`config.mk`:
```
export PLATFORM = sky130hd
export DESIGN_NAME = cpu_mem_ctrl
export DESIGN_NICKNAME = d
export VERILOG_FILES = /design/src/rtl/cpu_mem_ctrl.sv
export SDC_FILE = /design/constraint.sdc
export NUM_CORES = 1
export LEC_CHECK = 0
export BUFFER_PORTS_ARGS = -buffer_cell sky130_fd_sc_hd__buf_4
export CORE_UTILIZATION = 48
export DETAILED_ROUTE_END_ITERATION = 12
export PLACE_DENSITY = 0.73
export SYNTH_ARGS = -nofsm -noshare
export SYNTH_HDL_FRONTEND = slang
export SYNTH_SLANG_ARGS = --single-unit
```
`constraint.sdc`:
```
create_clock -name clk0 -period 2.9 [get_ports clk0]
set_clock_uncertainty 0.2 [all_clocks]
set_input_delay 0.145 -clock clk0 [delete_from_list [all_inputs] [get_ports clk0]]
set_output_delay 0.145 -clock clk0 [all_outputs]
set_load 0.01 [all_outputs]
```
`src/rtl/cpu_mem_ctrl.sv`:
```
// rtl/cpu_mem_ctrl.sv - sequencer/arbiter for the single-port CPU packet memory
//
// Shares the memory's one RW port between host byte writes and a packet
// streamer that reads a committed packet out as a byte stream. Absorbs the
// memory's two-cycle read latency with a 2-stage in-flight tracker and a
// 4-entry output FIFO so the stream output is backpressure safe.
//
// Ports:
//   clk0, rst0                    clock, synchronous active-high reset
//   h_wr_valid/ready/addr/data    host write request and combinational grant
//   pkt_go/base/len               start a packet stream (sampled on pkt_go in IDLE)
//   pkt_busy, pkt_done            packet in progress / one-cycle completion pulse
//   m_valid/ready/data/last       output byte stream (FIFO head)
//   mem_csb/web/addr/din          registered memory controls (active-low csb/web)
//   mem_dout                      memory read data
module cpu_mem_ctrl #(
  parameter int DATA_WIDTH = 8,
  parameter int ADDR_WIDTH = 7,
  parameter int RAM_DEPTH  = 128,
  parameter int LEN_WIDTH  = ADDR_WIDTH + 1
) (
  input  logic                  clk0,
  input  logic                  rst0,
  input  logic                  h_wr_valid,
  output logic                  h_wr_ready,
  input  logic [ADDR_WIDTH-1:0] h_wr_addr,
  input  logic [DATA_WIDTH-1:0] h_wr_data,
  input  logic                  pkt_go,
  input  logic [ADDR_WIDTH-1:0] pkt_base,
  input  logic [LEN_WIDTH-1:0]  pkt_len,
  output logic                  pkt_busy,
  output logic                  pkt_done,
  output logic                  m_valid,
  input  logic                  m_ready,
  output logic [DATA_WIDTH-1:0] m_data,
  output logic                  m_last,
  output logic                  mem_csb,
  output logic                  mem_web,
  output logic [ADDR_WIDTH-1:0] mem_addr,
  output logic [DATA_WIDTH-1:0] mem_din,
  input  logic [DATA_WIDTH-1:0] mem_dout
);

  localparam int FIFO_DEPTH = 4;

  typedef enum logic [1:0] {IDLE, STREAM, DRAIN, DONE} state_t;

  state_t                state, state_nxt;
  logic [ADDR_WIDTH-1:0] rd_ptr;
  logic [LEN_WIDTH-1:0]  remaining;
  logic                  last_was_host;

  // Read pipeline: s1 = memory samples the read next edge, s2 = data on mem_dout now.
  logic                  rd_s1, rd_s2, last_s1, last_s2;
  logic [1:0]            inflight;

  logic [DATA_WIDTH-1:0] fifo_data [FIFO_DEPTH];
  logic                  fifo_last [FIFO_DEPTH];
  logic [1:0]            fifo_wp, fifo_rp;
  logic [2:0]            fifo_count;

  logic [3:0]            occupancy;
  logic                  rd_elig, host_grant, rd_grant, push, pop, load;

  assign inflight  = {1'b0, rd_s1} + {1'b0, rd_s2};
  assign occupancy = {1'b0, fifo_count} + {2'b00, inflight};
  assign push      = rd_s2;
  assign pop       = m_valid && m_ready;

  assign h_wr_ready = host_grant;
  assign pkt_busy   = (state != IDLE);
  assign pkt_done   = (state == DONE);
  assign m_valid    = (fifo_count != 3'd0);
  assign m_data     = m_valid ? fifo_data[fifo_rp] : '0;
  assign m_last     = m_valid ? fifo_last[fifo_rp] : 1'b0;

  // Arbitration: reads only issue while every in-flight byte is guaranteed a
  // FIFO slot; on contention the most recently granted requester loses.
  always_comb begin
    rd_elig    = (state == STREAM) && (remaining != '0) && (occupancy < 4'd4);
    host_grant = 1'b0;
    rd_grant   = 1'b0;
    if (!rst0) begin
      if (h_wr_valid && rd_elig) begin
        host_grant = !last_was_host;
        rd_grant   = last_was_host;
      end else begin
        host_grant = h_wr_valid;
        rd_grant   = rd_elig;
      end
    end
  end

  always_comb begin
    state_nxt = state;
    load      = 1'b0;
    case (state)
      IDLE: begin
        if (pkt_go) begin
          if (pkt_len != '0) begin
            load      = 1'b1;
            state_nxt = STREAM;
          end else begin
            state_nxt = DONE;
          end
        end
      end
      STREAM: begin
        if (rd_grant && (remaining == LEN_WIDTH'(1))) state_nxt = DRAIN;
      end
      DRAIN: begin
        // Leave as the final byte pops so pkt_done lands right after its handshake.
        if ((inflight == 2'd0) &&
            ((fifo_count == 3'd0) || ((fifo_count == 3'd1) && pop)))
          state_nxt = DONE;
      end
      DONE:    state_nxt = IDLE;
      default: state_nxt = IDLE;
    endcase
  end

  always_ff @(posedge clk0) begin
    if (rst0) begin
      state         <= IDLE;
      rd_ptr        <= '0;
      remaining     <= '0;
      last_was_host <= 1'b0;
      rd_s1         <= 1'b0;
      rd_s2         <= 1'b0;
      last_s1       <= 1'b0;
      last_s2       <= 1'b0;
      fifo_wp       <= '0;
      fifo_rp       <= '0;
      fifo_count    <= '0;
      mem_csb       <= 1'b1;
      mem_web       <= 1'b1;
      mem_addr      <= '0;
      mem_din       <= '0;
    end else begin
      state <= state_nxt;

      if (load) begin
        rd_ptr    <= pkt_base;
        remaining <= pkt_len;
      end else if (rd_grant) begin
        rd_ptr    <= (rd_ptr == ADDR_WIDTH'(RAM_DEPTH - 1)) ? '0 : rd_ptr + 1'b1;
        remaining <= remaining - 1'b1;
      end

      if (host_grant || rd_grant) last_was_host <= host_grant;

      if (host_grant) begin
        mem_csb  <= 1'b0;
        mem_web  <= 1'b0;
        mem_addr <= h_wr_addr;
        mem_din  <= h_wr_data;
      end else if (rd_grant) begin
        mem_csb  <= 1'b0;
        mem_web  <= 1'b1;
        mem_addr <= rd_ptr;
      end else begin
        mem_csb  <= 1'b1;
        mem_web  <= 1'b1;
      end

      rd_s1   <= rd_grant;
      last_s1 <= rd_grant && (remaining == LEN_WIDTH'(1));
      rd_s2   <= rd_s1;
      last_s2 <= last_s1;

      if (push) fifo_wp <= fifo_wp + 1'b1;
      if (pop)  fifo_rp <= fifo_rp + 1'b1;
      fifo_count <= fifo_count + {2'b00, push} - {2'b00, pop};
    end
  end

  // FIFO storage needs no reset: the head is masked while the FIFO is empty.
  always_ff @(posedge clk0) begin
    if (!rst0 && push) begin
      fifo_data[fifo_wp] <= mem_dout;
      fifo_last[fifo_wp] <= last_s2;
    end
  end

endmodule

```
Word-level counts from Yosys, hierarchy flattened --
Memories as Yosys holds them, arrays and structs flattened. A register that Yosys moved wholly into a read port is not among the register bits. Cells that the tools add are included.
Word-level totals: flip-flop bits (word level) 46, output and inout bits 30, memory bits (writable) 36, word-level logic and storage cells 87, input bits 43, memories 2
Operators by class: add/sub/neg operators 8, magnitude comparators 1, reduce and logical (&&, ||, !) cells 22, eq/ne operators 9, multiplexer cells 30
Memory list:
- fifo_data | depth 4, bits a word 8, read ports 1, clocked after memory_dff 1, wr ports 1, RTL line 57 | logic [DATA_WIDTH-1:0] fifo_data [FIFO_DEPTH];
- fifo_last | depth 4, bits a word 1, read ports 1, clocked after memory_dff 1, wr ports 1, RTL line 58 | logic fifo_last [FIFO_DEPTH];
Operators with widths (number):
- two-way mux 7 bit | 5
- two-way mux 8 bit | 3
- two-way mux 2 bit | 8
- nonzero test 8 bit | 2
- two-way mux 1 bit | 13
- equality test 8 x 1 -> 1 bit (second input constant) | 1
- logical AND 1 bit | 8
- case mux 2 bit (4 select lines) | 1
- subtractor 8 x 1 -> 8 bit (second input constant) | 1
- adder 7 x 1 -> 7 bit (second input constant) | 1
- equality test 7 bit (second input constant) | 1
- nonzero test 2 bit | 3
- adder 2 x 1 -> 2 bit (second input constant) | 2
- adder 3 x 2 -> 4 bit | 1
- equality test 2 bit (second input constant) | 2
- zero test 2 bit | 2
- less-than comparator 4 x 3 -> 1 bit (second input constant) | 1
- inequality test 2 bit (second input constant) | 2
- adder 3 x 1 -> 3 bit | 1
- equality test 3 x 1 -> 1 bit (second input constant) | 1
- zero test 3 bit | 1
- AND reduction 3 bit | 1
- nonzero test 3 bit | 1
- subtractor 3 x 1 -> 3 bit | 1
- other kinds (5) | 7

Depth between registers and ports, before layout --
Gate-level depths: netlist of the first run.
depth after elaboration 10, mapped depth 10, mapped depth without buffers 10

Worst setup path before layout of the first run --
OpenSTA, ideal clock, no wires.
kind register to register, start register fifo_count[0], end register fifo_count[2], setup slack 532 ps, clock period less this slack 2368 ps, path buffers 0, cell stages (with the launch flop) 11, data arrival time 2040 ps, library setup time 128 ps, required time 2572 ps, path through dfxtp_1 > or3_1 > and2_1 > ha_1 > inv_1 > ha_1 > inv_1 > fa_1 > xor2_1 > xnor2_1 > nor2_1
Between the ends: cells in the longest elaborated chain, start to end 3, elaborated cells on any way between the ends 4, those cells by class 2 x add/sub; 2 x reduce/logical
RTL lines:
- start: declaration | RTL line 60 | logic [2:0] fifo_count;
- start signal: assignment | RTL line 173 | fifo_count <= fifo_count + {2'b00, push} - {2'b00, pop};
- nonzero test 3 bit | RTL line 73 | assign m_valid = (fifo_count != 3'd0);
- logical AND 1 bit | RTL line 68 | assign pop = m_valid && m_ready;
- net pop | RTL line 63 | logic rd_elig, host_grant, rd_grant, push, pop, load;
- subtractor 3 x 1 -> 3 bit | RTL line 173
The timed path passes the listed nets, and every way through them passes these cells. A chain may end at the register's enable or synchronous reset.

Worst setup path in the final report of the first run --
start register rd_s2 (netlist: push), end output h_wr_ready
Between the ends: cells in the longest elaborated chain, start to end 7
RTL lines:
- start: declaration | RTL line 54 | logic rd_s1, rd_s2, last_s1, last_s2;
- start signal: assignment | RTL line 168 | rd_s2 <= rd_s1;
- adder 1 x 1 -> 2 bit | RTL line 65 | assign inflight = {1'b0, rd_s1} + {1'b0, rd_s2};
- adder 3 x 2 -> 4 bit | RTL line 66 | assign occupancy = {1'b0, fifo_count} + {2'b00, inflight};
- less-than comparator 4 x 3 -> 1 bit | RTL line 80 | rd_elig = (state == STREAM) && (remaining != '0) && (occupancy < 4'd4);
- logical AND 1 bit | RTL line 80
- logical AND 1 bit | RTL line 84 | if (h_wr_valid && rd_elig) begin
- two-way mux 1 bit | RTL line 84
- two-way mux 1 bit | RTL line 83 | if (!rst0) begin
- end: declaration | RTL line 25 | output logic h_wr_ready,
Every way passes these cells.

==> out/metrics.yaml, run 1 <==
antenna-diode-count: 0
hold_violations: 0
utilization_pct: 66.80
synth_area_per_cell_sq_um: 11.21
synth_seq_cells: 84
io_pins: 73
yosysTopAreaCell: "edfxtp_1"
cts_htree_levels: 3
multi_input_area_sq_um: 1584
final_cells: 549
wl_per_cell_um: 14.89
slew-limit-headroom_pct: 57.46
crit_path_start_kind: "register"
io_buffers: 72
grt_pass1_wl_um: 13570
core_sq_um: 7447
viasPerCell: 5.271
endpoint_kind: "primary output"
cp.arrival_ns: 2.33
overflow: 0
cp.required_ns: 2.56
dpl.hpwl_um: 5073
path_clk_slew_ns: 0.09
die_x_um: 90.73
ys_async_sr_fraction_pct: 0
hold_start: "rst0"
syn_nets: 398
firstDrtPassIters: 4
r2r-start: "fifo_count[0]"
row_count: 31
dieHeight_um: 90.73
post-synth-top-count-cell: "dfxtp_1"
drc: 0
ys.flop_type: "dfxtp_1"
fin_crit_ns: 2.678
first_global_vias: 2841
finalMaxSlewViolations: 0
yosys_warnings: 0
grt_max_degree: 51
tightest_slew_ns: 0.6373
cts-resized-gates: 0
status: "completed"
dp.cells: 494
synthTopCellsByArea: "edfxtp_1, dfxtp_1, ha_1, mux4_2, nor2_1"
clk_path_buf_depth: 2
cts_tree: "yes"
cts_buffers: 9
syn_inst: 337
hp-class: "input port to register"
yosys-top-cells-count: "dfxtp_1, nor2_1, edfxtp_1, nand2_1, ha_1"
power_density_nw_per_um2: 715.0
drt_iter0_drc: 148
startpoint: "push"
cts-root-buf: "clkbuf_8"
start_util_pct: 50.74
grt_antenna_before_repair: 0
die_area_sq_um: 8231
final.period_utilization_pct: 92.36
crit_type: "register to primary output"
yosysSeqAreaShare_pct: 54.04
synth_edf_count: 36
antenna_left: 0
drv_cap: 0
drt_wl_total_um: 8174
area_growth_pct: 31.66
peakVddDrop_v: 0.0003678
fill_cells: 576
synth.top_cell.area_share_pct: 28.61
setup_tns_ns: 0
rsz0062_at_grt: "false"
track_usage_pct: 21.15
final_nets: 506
setup_viol: 0
gp_congestion: 0.8016
insertion_delay_ns: 0.35
leakage_nw: 1.982
drive_gt1_share_pct: 25.11
crit_fanout: 17
synth_cell_types: 49
cts_sinks: 84
syn_area_sq_um: 3779
timing.fmax_mhz: 373.3
regArea_sq_um: 2042
dr_total_vias: 2894
-- through the flow --
step | total power (W) | instance area [sq um] | worst slack [ns] | hold WS, ns
2_1_floorplan | 0.002323 | 3779 | 0.5319 | 0.04387
3_3_place_gp | 0.002677 | 4384 | 0.4755 | 0.1296
3_5_place_dp | 0.002715 | 4384 | 0.3894 | 0.1338
4_1_cts | 0.003577 | 4975 | 0.2035 | 0.01840
5_1_grt | 0.003782 | 4975 | 0.07893 | 0.07079
6_report | 0.003557 | 4975 | 0.2215 | 0.02918
-- cell families after synthesis --
family / Yosys count / synth area share (%)
simple gates: 132 / 18.44
buf+inv: 35 / 4.040
flops: 84 / 54.04
xor+xnor: 13 / 3.013
compound gates: 45 / 8.676
fa+ha+maj: 18 / 6.159
mux: 10 / 5.629
-- worst paths after layout --
| kind | to | slack (ns) | depth (start not counted) |
|---|---|---|---|
| max | h_wr_ready | 0.22 | 7 |
| min | push | 0.03 | 2 |
| max reg2reg | fifo_count[2] | 0.37 | 10 |
| min reg2reg | last_s2 | 0.25 | 1 |
-- area by class of cell --
cell class	count	area share, %
clock inverters	7	1.534
clock buffers	9	2.490
repair buffers	115	19.32
inverters	17	1.283
flip-flops and latches	84	41.05
multi-input cells	218	31.84
well taps	99	2.490
-- critical path, stage by stage (launching register included) --
cell and delay [ns]:
dfxtp_1 0.36, ha_1 0.19, ha_1 0.27, nand3_1 0.09
and3_4 0.23, a311o_1 0.39, inv_2 0.25, buf_4 0.19
-- repair_timing --
item,4_1_cts,5_1_grt
hold buffers,39,0
buffers inserted,0,0
endpoints found under the setup margin,0,0
hold endpoints to repair,63,0
-- flip-flops by register name, indices dropped and copies added, names as in the netlist, named ones only --
signal and cells:
fifo_count 3, fifo_wp 2, mem_web 1, rd_ptr 7, state 2, push 1
fifo_last 4, mem_addr 7, fifo_rp 2, remaining 8, rd_s1 1, last_was_host 1
mem_din 8, mem_csb 1, fifo_data 32, last_s2 1, last_s1 1
-- placed cells by master, fill, tap and decap left out, types with 4 or more instances in the layout --
| cell type | instances |
|---|---|
| nand2_1 | 28 |
| nand3_1 | 7 |
| ha_1 | 17 |
| mux4_2 | 9 |
| buf_4 | 76 |
| nand4_1 | 6 |
| inv_1 | 15 |
| a31oi_1 | 4 |
| a211oi_1 | 16 |
| clkbuf_8 | 9 |
| dfxtp_1 | 48 |
| nor2_1 | 40 |
| nand3b_1 | 9 |
| a21oi_1 | 8 |
| edfxtp_1 | 36 |
| xor2_1 | 9 |
| and2_1 | 14 |
| dlygate4sd3_1 | 39 |
| a311oi_1 | 6 |
| xnor2_1 | 4 |
-- power breakdown --
group / switching, W / internal, W
clock network: 0.000476 / 0.000340
registers: 0.000174 / 0.00137
logic: 0.000591 / 0.000603
total: 0.00124 / 0.00232
-- layer usage --
layer  up-vias  global-route usage (%)  routed length [um]
met4         0                   8.468                 156
met1      1374                   27.07                3611
li1       1422                       -                   -
met2        81                   35.35                4078
met5         -                       0                   0
met3        17                   3.788                 328
No activity file was read; power rests on OpenSTA's default activity.
==> run 2, diff against run 1 <==
--- a/config.mk
+++ b/config.mk
@@ -6,9 +6,13 @@
 export NUM_CORES = 1
 export LEC_CHECK = 0
 export BUFFER_PORTS_ARGS = -buffer_cell sky130_fd_sc_hd__buf_4
-export CORE_UTILIZATION = 48
+export CELL_PAD_IN_SITES_DETAIL_PLACEMENT = 2
+export CELL_PAD_IN_SITES_GLOBAL_PLACEMENT = 2
+export CORE_ASPECT_RATIO = 1.2
+export CORE_UTILIZATION = 35
 export DETAILED_ROUTE_END_ITERATION = 12
-export PLACE_DENSITY = 0.73
+export PLACE_DENSITY = 0.8
+export SETUP_SLACK_MARGIN = 0.4
 export SYNTH_ARGS = -nofsm -noshare
 export SYNTH_HDL_FRONTEND = slang
 export SYNTH_SLANG_ARGS = --single-unit
==> run 2 against run 1 <==
Final area rose by 6.5%. Critical path type is now register to register. First-iteration DRC count decreased by 27%. Flip-flop and latch count unchanged. Routed wire length increased by 44%. Via count increased by 8.2%. Critical endpoint is now rd_ptr[2]. Clock power rose by 47%.
==> out/metrics.yaml, run 2 (synthesis results as in run 1) <==
status: "completed"
finalMaxSlewViolations: 0
tightest_slew_ns: 0.6177
largest_register_ffs: 32
drc: 0
hold_violations: 0
cts_buffers: 9
crit_top_cell: "buf_4"
dieHeight_um: 115.8
firstDrtPassIters: 4
hp-class: "input port to register"
met2WireLength_um: 6689
core_sq_um: 10520
cts_htree_levels: 3
die_area_sq_um: 11220
crit_type: "register to register"
crit_path_start_kind: "register"
antenna-diode-count: 0
crit_chain: "ha_1 -> ha_1 -> nand3_1 -> and3_4 -> buf_4 -> buf_4 -> buf_4 -> nand4_1 -> xor2_1 -> a211oi_1"
final_cells: 596
cpPeakStageDelay_ns: 0.36
final_cell_mix: "buf_4, dfxtp_1, nor2_1, dlygate4sd3_1, edfxtp_1"
reg_top3: "fifo_data x32, mem_din x8, remaining x8"
grt_max_degree: 33
cp.required_ns: 2.92
cts_tree: "yes"
peakVddDrop_v: 0.0003596
fin_crit_ns: 2.482
drt_wl_total_um: 11780
power_density_nw_per_um2: 790.5
hold_start: "m_ready"
final_common_cell: "buf_4"
io_pins: 73
dr_total_vias: 3132
antenna_left: 0
final.period_utilization_pct: 85.58
track_usage_pct: 20.70
gp_congestion: 0.7238
path_clk_slew_ns: 0.07
setup_viol: 0
worst_path_max_delay_cell: "dfxtp_1"
cp.arrival_ns: 2.50
endpoint_kind: "register"
crit_fanout: 5
overflow: 0
startpoint: "push"
start_util_pct: 35.93
cts_sinks: 84
drive_gt1_share_pct: 28.91
drt-met1-wl_um: 4563
drv_cap: 0
wl_met3_um: 308
timing.fmax_mhz: 402.9
viasPerCell: 5.255
regMostFlops: "fifo_data"
wl_per_cell_um: 19.76
dpl.hpwl_um: 7011
die_x_um: 96.85
area_growth_pct: 40.23
clk_path_buf_depth: 2
r2r-start: "push"
drt_iter0_drc: 108
dp.cells: 524
setup_tns_ns: 0
io_buffers: 72
cts-root-buf: "clkbuf_16"
rsz0062_at_grt: "true"
leakage_nw: 2.129
grt_antenna_before_repair: 0
dr.max_layer_used: "met4"
final_nets: 523
grt_pass1_wl_um: 18150
slew-limit-headroom_pct: 58.76
row_count: 41
first_global_vias: 3520
insertion_delay_ns: 0.34
[run 2: layer usage]
layer | GRT usage [%] | vias to the layer above
li1 | - | 1460
met1 | 22.89 | 1582
met2 | 40.56 | 73
met3 | 3.257 | 17
met4 | 6.567 | 0
met5 | 0 | -
[run 2: what timing repair did]
action / CTS / global route
setup buffers: 3 / 13
gates resized for setup: 8 / 5
hold buffers: 40 / 0
setup endpoints to repair: 12 / 12
hold endpoints to repair: 65 / 0
pin swaps: 1 / 3
[run 2: layout make-up]
cell class	count	area, sq um
Clock buffer	9	225.2
Timing Repair Buffer	132	1091
Fill cell	1060	5218
Multi-Input combinational cell	218	1623
Sequential cell	84	2048
Tap cell	129	161.4
Inverter	17	68.82
Clock inverter	7	81.33
[run 2: worst paths after layout]
| kind | to | slack (ns) | cells after the start |
|---|---|---|---|
| worst max-delay path | rd_ptr[2] | 0.42 | 10 |
| worst min-delay path | fifo_rp[0] | 0.05 | 4 |
| worst max register to register | rd_ptr[2] | 0.42 | 10 |
| worst min register to register | last_s2 | 0.26 | 1 |
[run 2: metrics by stage]
stage | power (W) | hold WS, ns | worst slack [ns] | util, % | cell area, sq um
2_1_floorplan | 0.002323 | 0.04387 | 0.5319 | - | 3779
3_3_place_gp | 0.002702 | 0.1289 | 0.4750 | 42.05 | 4422
3_5_place_dp | 0.002775 | 0.1353 | 0.2998 | 42.05 | 4422
4_1_cts | 0.004052 | 0.04017 | 0.3841 | 49.19 | 5172
5_1_grt | 0.004424 | 0.06205 | 0.3467 | 50.39 | 5299
6_report | 0.004189 | 0.04507 | 0.4182 | 50.39 | 5299
[run 2: worst max-delay path, delay by kind of cell, from the launching register on]
kind                       cells  cell delay [ns]
DFF                            1             0.36
adders and majority gates      2             0.46
buffers and inverters          3             0.34
AOI/OAI and AO/OA              1             0.36
and+or+nand+nor                3             0.46
xor gates and xnor gates       1             0.18
[run 2: power breakdown]
group          leakage, nW  total (W)  internal [W]  switching (W)
Combinational         1.26    0.00142      0.000715       0.000708
Clock                0.153    0.00120      0.000683       0.000515
Sequential           0.714    0.00157       0.00138       0.000188
Total                 2.13    0.00419       0.00278        0.00141
==> run 3, diff against run 2 <==
--- a/config.mk
+++ b/config.mk
@@ -12,6 +12,7 @@
 export CORE_UTILIZATION = 35
 export DETAILED_ROUTE_END_ITERATION = 12
 export PLACE_DENSITY = 0.8
+export RECOVER_POWER = 50
 export SETUP_SLACK_MARGIN = 0.4
 export SYNTH_ARGS = -nofsm -noshare
 export SYNTH_HDL_FRONTEND = slang
==> run 3 against run 2 <==
Register-to-register slack worse by 0.06 ns. Combinational power decreased by 4%. Routed wire length fell by 0.33%. Clock power is essentially flat. Cell count unchanged. Setup slack worse by 0.065 ns. Global-route usage unchanged. Non-clock buffer count unchanged. Final area shrank 2.4%. Count of clock-buffer cells in the layout is the same.
==> out/metrics.yaml, run 3 (synthesis results as in run 1) <==
setup_viol: 0
grt_antenna_before_repair: 0
multi_input_area_sq_um: 1610
whs_ns: 0.07460
crit_chain: "ha_1 -> ha_1 -> nand3_1 -> and3_1 -> buf_4 -> buf_4 -> buf_4 -> nand4_1 -> xor2_1 -> a211oi_1"
crit_type: "register to register"
cts_htree_levels: 3
r2r-start: "push"
regArea_sq_um: 2044
track_usage_pct: 20.70
first_global_vias: 3520
largest_register_ffs: 32
dr_total_vias: 3126
path_buf_inv: 3
worst_path_max_delay_cell: "dfxtp_1"
hold_start: "pkt_go"
grt_max_degree: 33
wl_per_cell_um: 19.69
endpoint_kind: "register"
crit_family: "simple AND/OR/NAND/NOR gates"
viasPerCell: 5.245
reg_top3: "fifo_data x32, mem_din x8, remaining x8"
start_util_pct: 35.93
dieHeight_um: 115.8
final.period_utilization_pct: 87.82
cts_tree: "yes"
antenna-diode-count: 0
crit_path_start_kind: "register"
slew-limit-headroom_pct: 58.07
regMostFlops: "fifo_data"
power_density_nw_per_um2: 795.8
path_clk_slew_ns: 0.07
fill_cells: 1093
die_area_sq_um: 11220
startpoint: "push"
io_pins: 73
insertion_delay_ns: 0.34
final_nets: 523
area_growth_pct: 36.92
drive_gt1_share_pct: 21.84
overflow: 0
gp_congestion: 0.7238
fin_crit_ns: 2.547
firstDrtPassIters: 4
setup_tns_ns: 0
rsz0062_at_grt: "true"
finalInstanceArea_sq_um: 5174
core_sq_um: 10520
grt_pass1_wl_um: 18150
peakVddDrop_v: 0.0003601
cp.arrival_ns: 2.57
io_buffers: 72
hp-class: "input port to register"
drc: 0
cts_buffers: 9
crit_fanout: 5
hold_violations: 0
status: "completed"
drt_wl_total_um: 11740
crit_top_cell: "buf_4"
tightest_slew_ns: 0.6287
final_common_cell: "buf_4"
cp.required_ns: 2.92
drv_cap: 0
antenna_left: 0
leakage_nw: 2.015
clk_path_buf_depth: 2
row_count: 41
final_cell_mix: "buf_4, dfxtp_1, nor2_1, dlygate4sd3_1, edfxtp_1"
drt_iter0_drc: 87
timing.fmax_mhz: 392.7
dpl.hpwl_um: 7011
finalMaxSlewViolations: 0
utilization_pct: 49.20
die_x_um: 96.85
cpPeakStageDelay_ns: 0.36
cts-root-buf: "clkbuf_16"
cts_sinks: 84
placed_cell_area_sq_um: 4422
-- run 3: path summary, 6_finish.rpt --
kind                     to  slack, ns  depth (start not counted)
setup / recovery  rd_ptr[2]       0.35                         10
hold / removal     state[0]       0.07                          4
hold reg to reg     last_s2       0.26                          1
setup reg to reg  rd_ptr[2]       0.35                         10
-- run 3: what timing repair did --
| action | in CTS | in global routing |
|---|---|---|
| setup buffers | 3 | 13 |
| gates resized for setup | 8 | 5 |
| hold buffers | 40 | 0 |
| pin swaps | 1 | 3 |
| hold endpoints to repair | 65 | 0 |
| endpoints found under the setup margin | 12 | 12 |
-- run 3: per-stage QoR --
| step | instances | worst slack [ns] | total power (W) |
|---|---|---|---|
| after global routing | 596 | 0.2428 | 0.004351 |
| after floorplan | 337 | 0.5319 | 0.002323 |
| final | 596 | 0.3533 | 0.004117 |
| after detailed placement | 524 | 0.2998 | 0.002775 |
| after global placement | 524 | 0.4750 | 0.002702 |
| after CTS | 583 | 0.3841 | 0.004052 |
-- run 3: tightest hold or removal path: stages --
cell	delay, ns
buf_4	0.11
nand2b_1	0.15
nor2_1	0.09
a2111oi_1	0.06
-- run 3: final cells by class --
class	instances	share of cell area, %
clock buffers	9	4.353
clock inverters	7	1.572
inverters	17	1.330
multi-input cells	218	31.12
flip-flops and latches	84	39.52
well taps	129	3.120
repair buffers	132	18.98
-- run 3: per-layer routing --
layer,routed length [um],up-vias,GRT usage [%],part of all wire [%]
li1,-,1460,-,-
met5,0,-,0,0
met2,6672,67,40.56,57
met1,4546,1582,22.89,39
met4,217,0,6.567,1.8
met3,301,17,3.257,2.6
-- run 3: report_power, final --
group          total, W  leakage [nW]  switching (W)  internal [W]
sequential      0.00156         0.713       0.000186       0.00138
clock           0.00120         0.153       0.000515      0.000683
combinational   0.00136          1.15       0.000706      0.000650
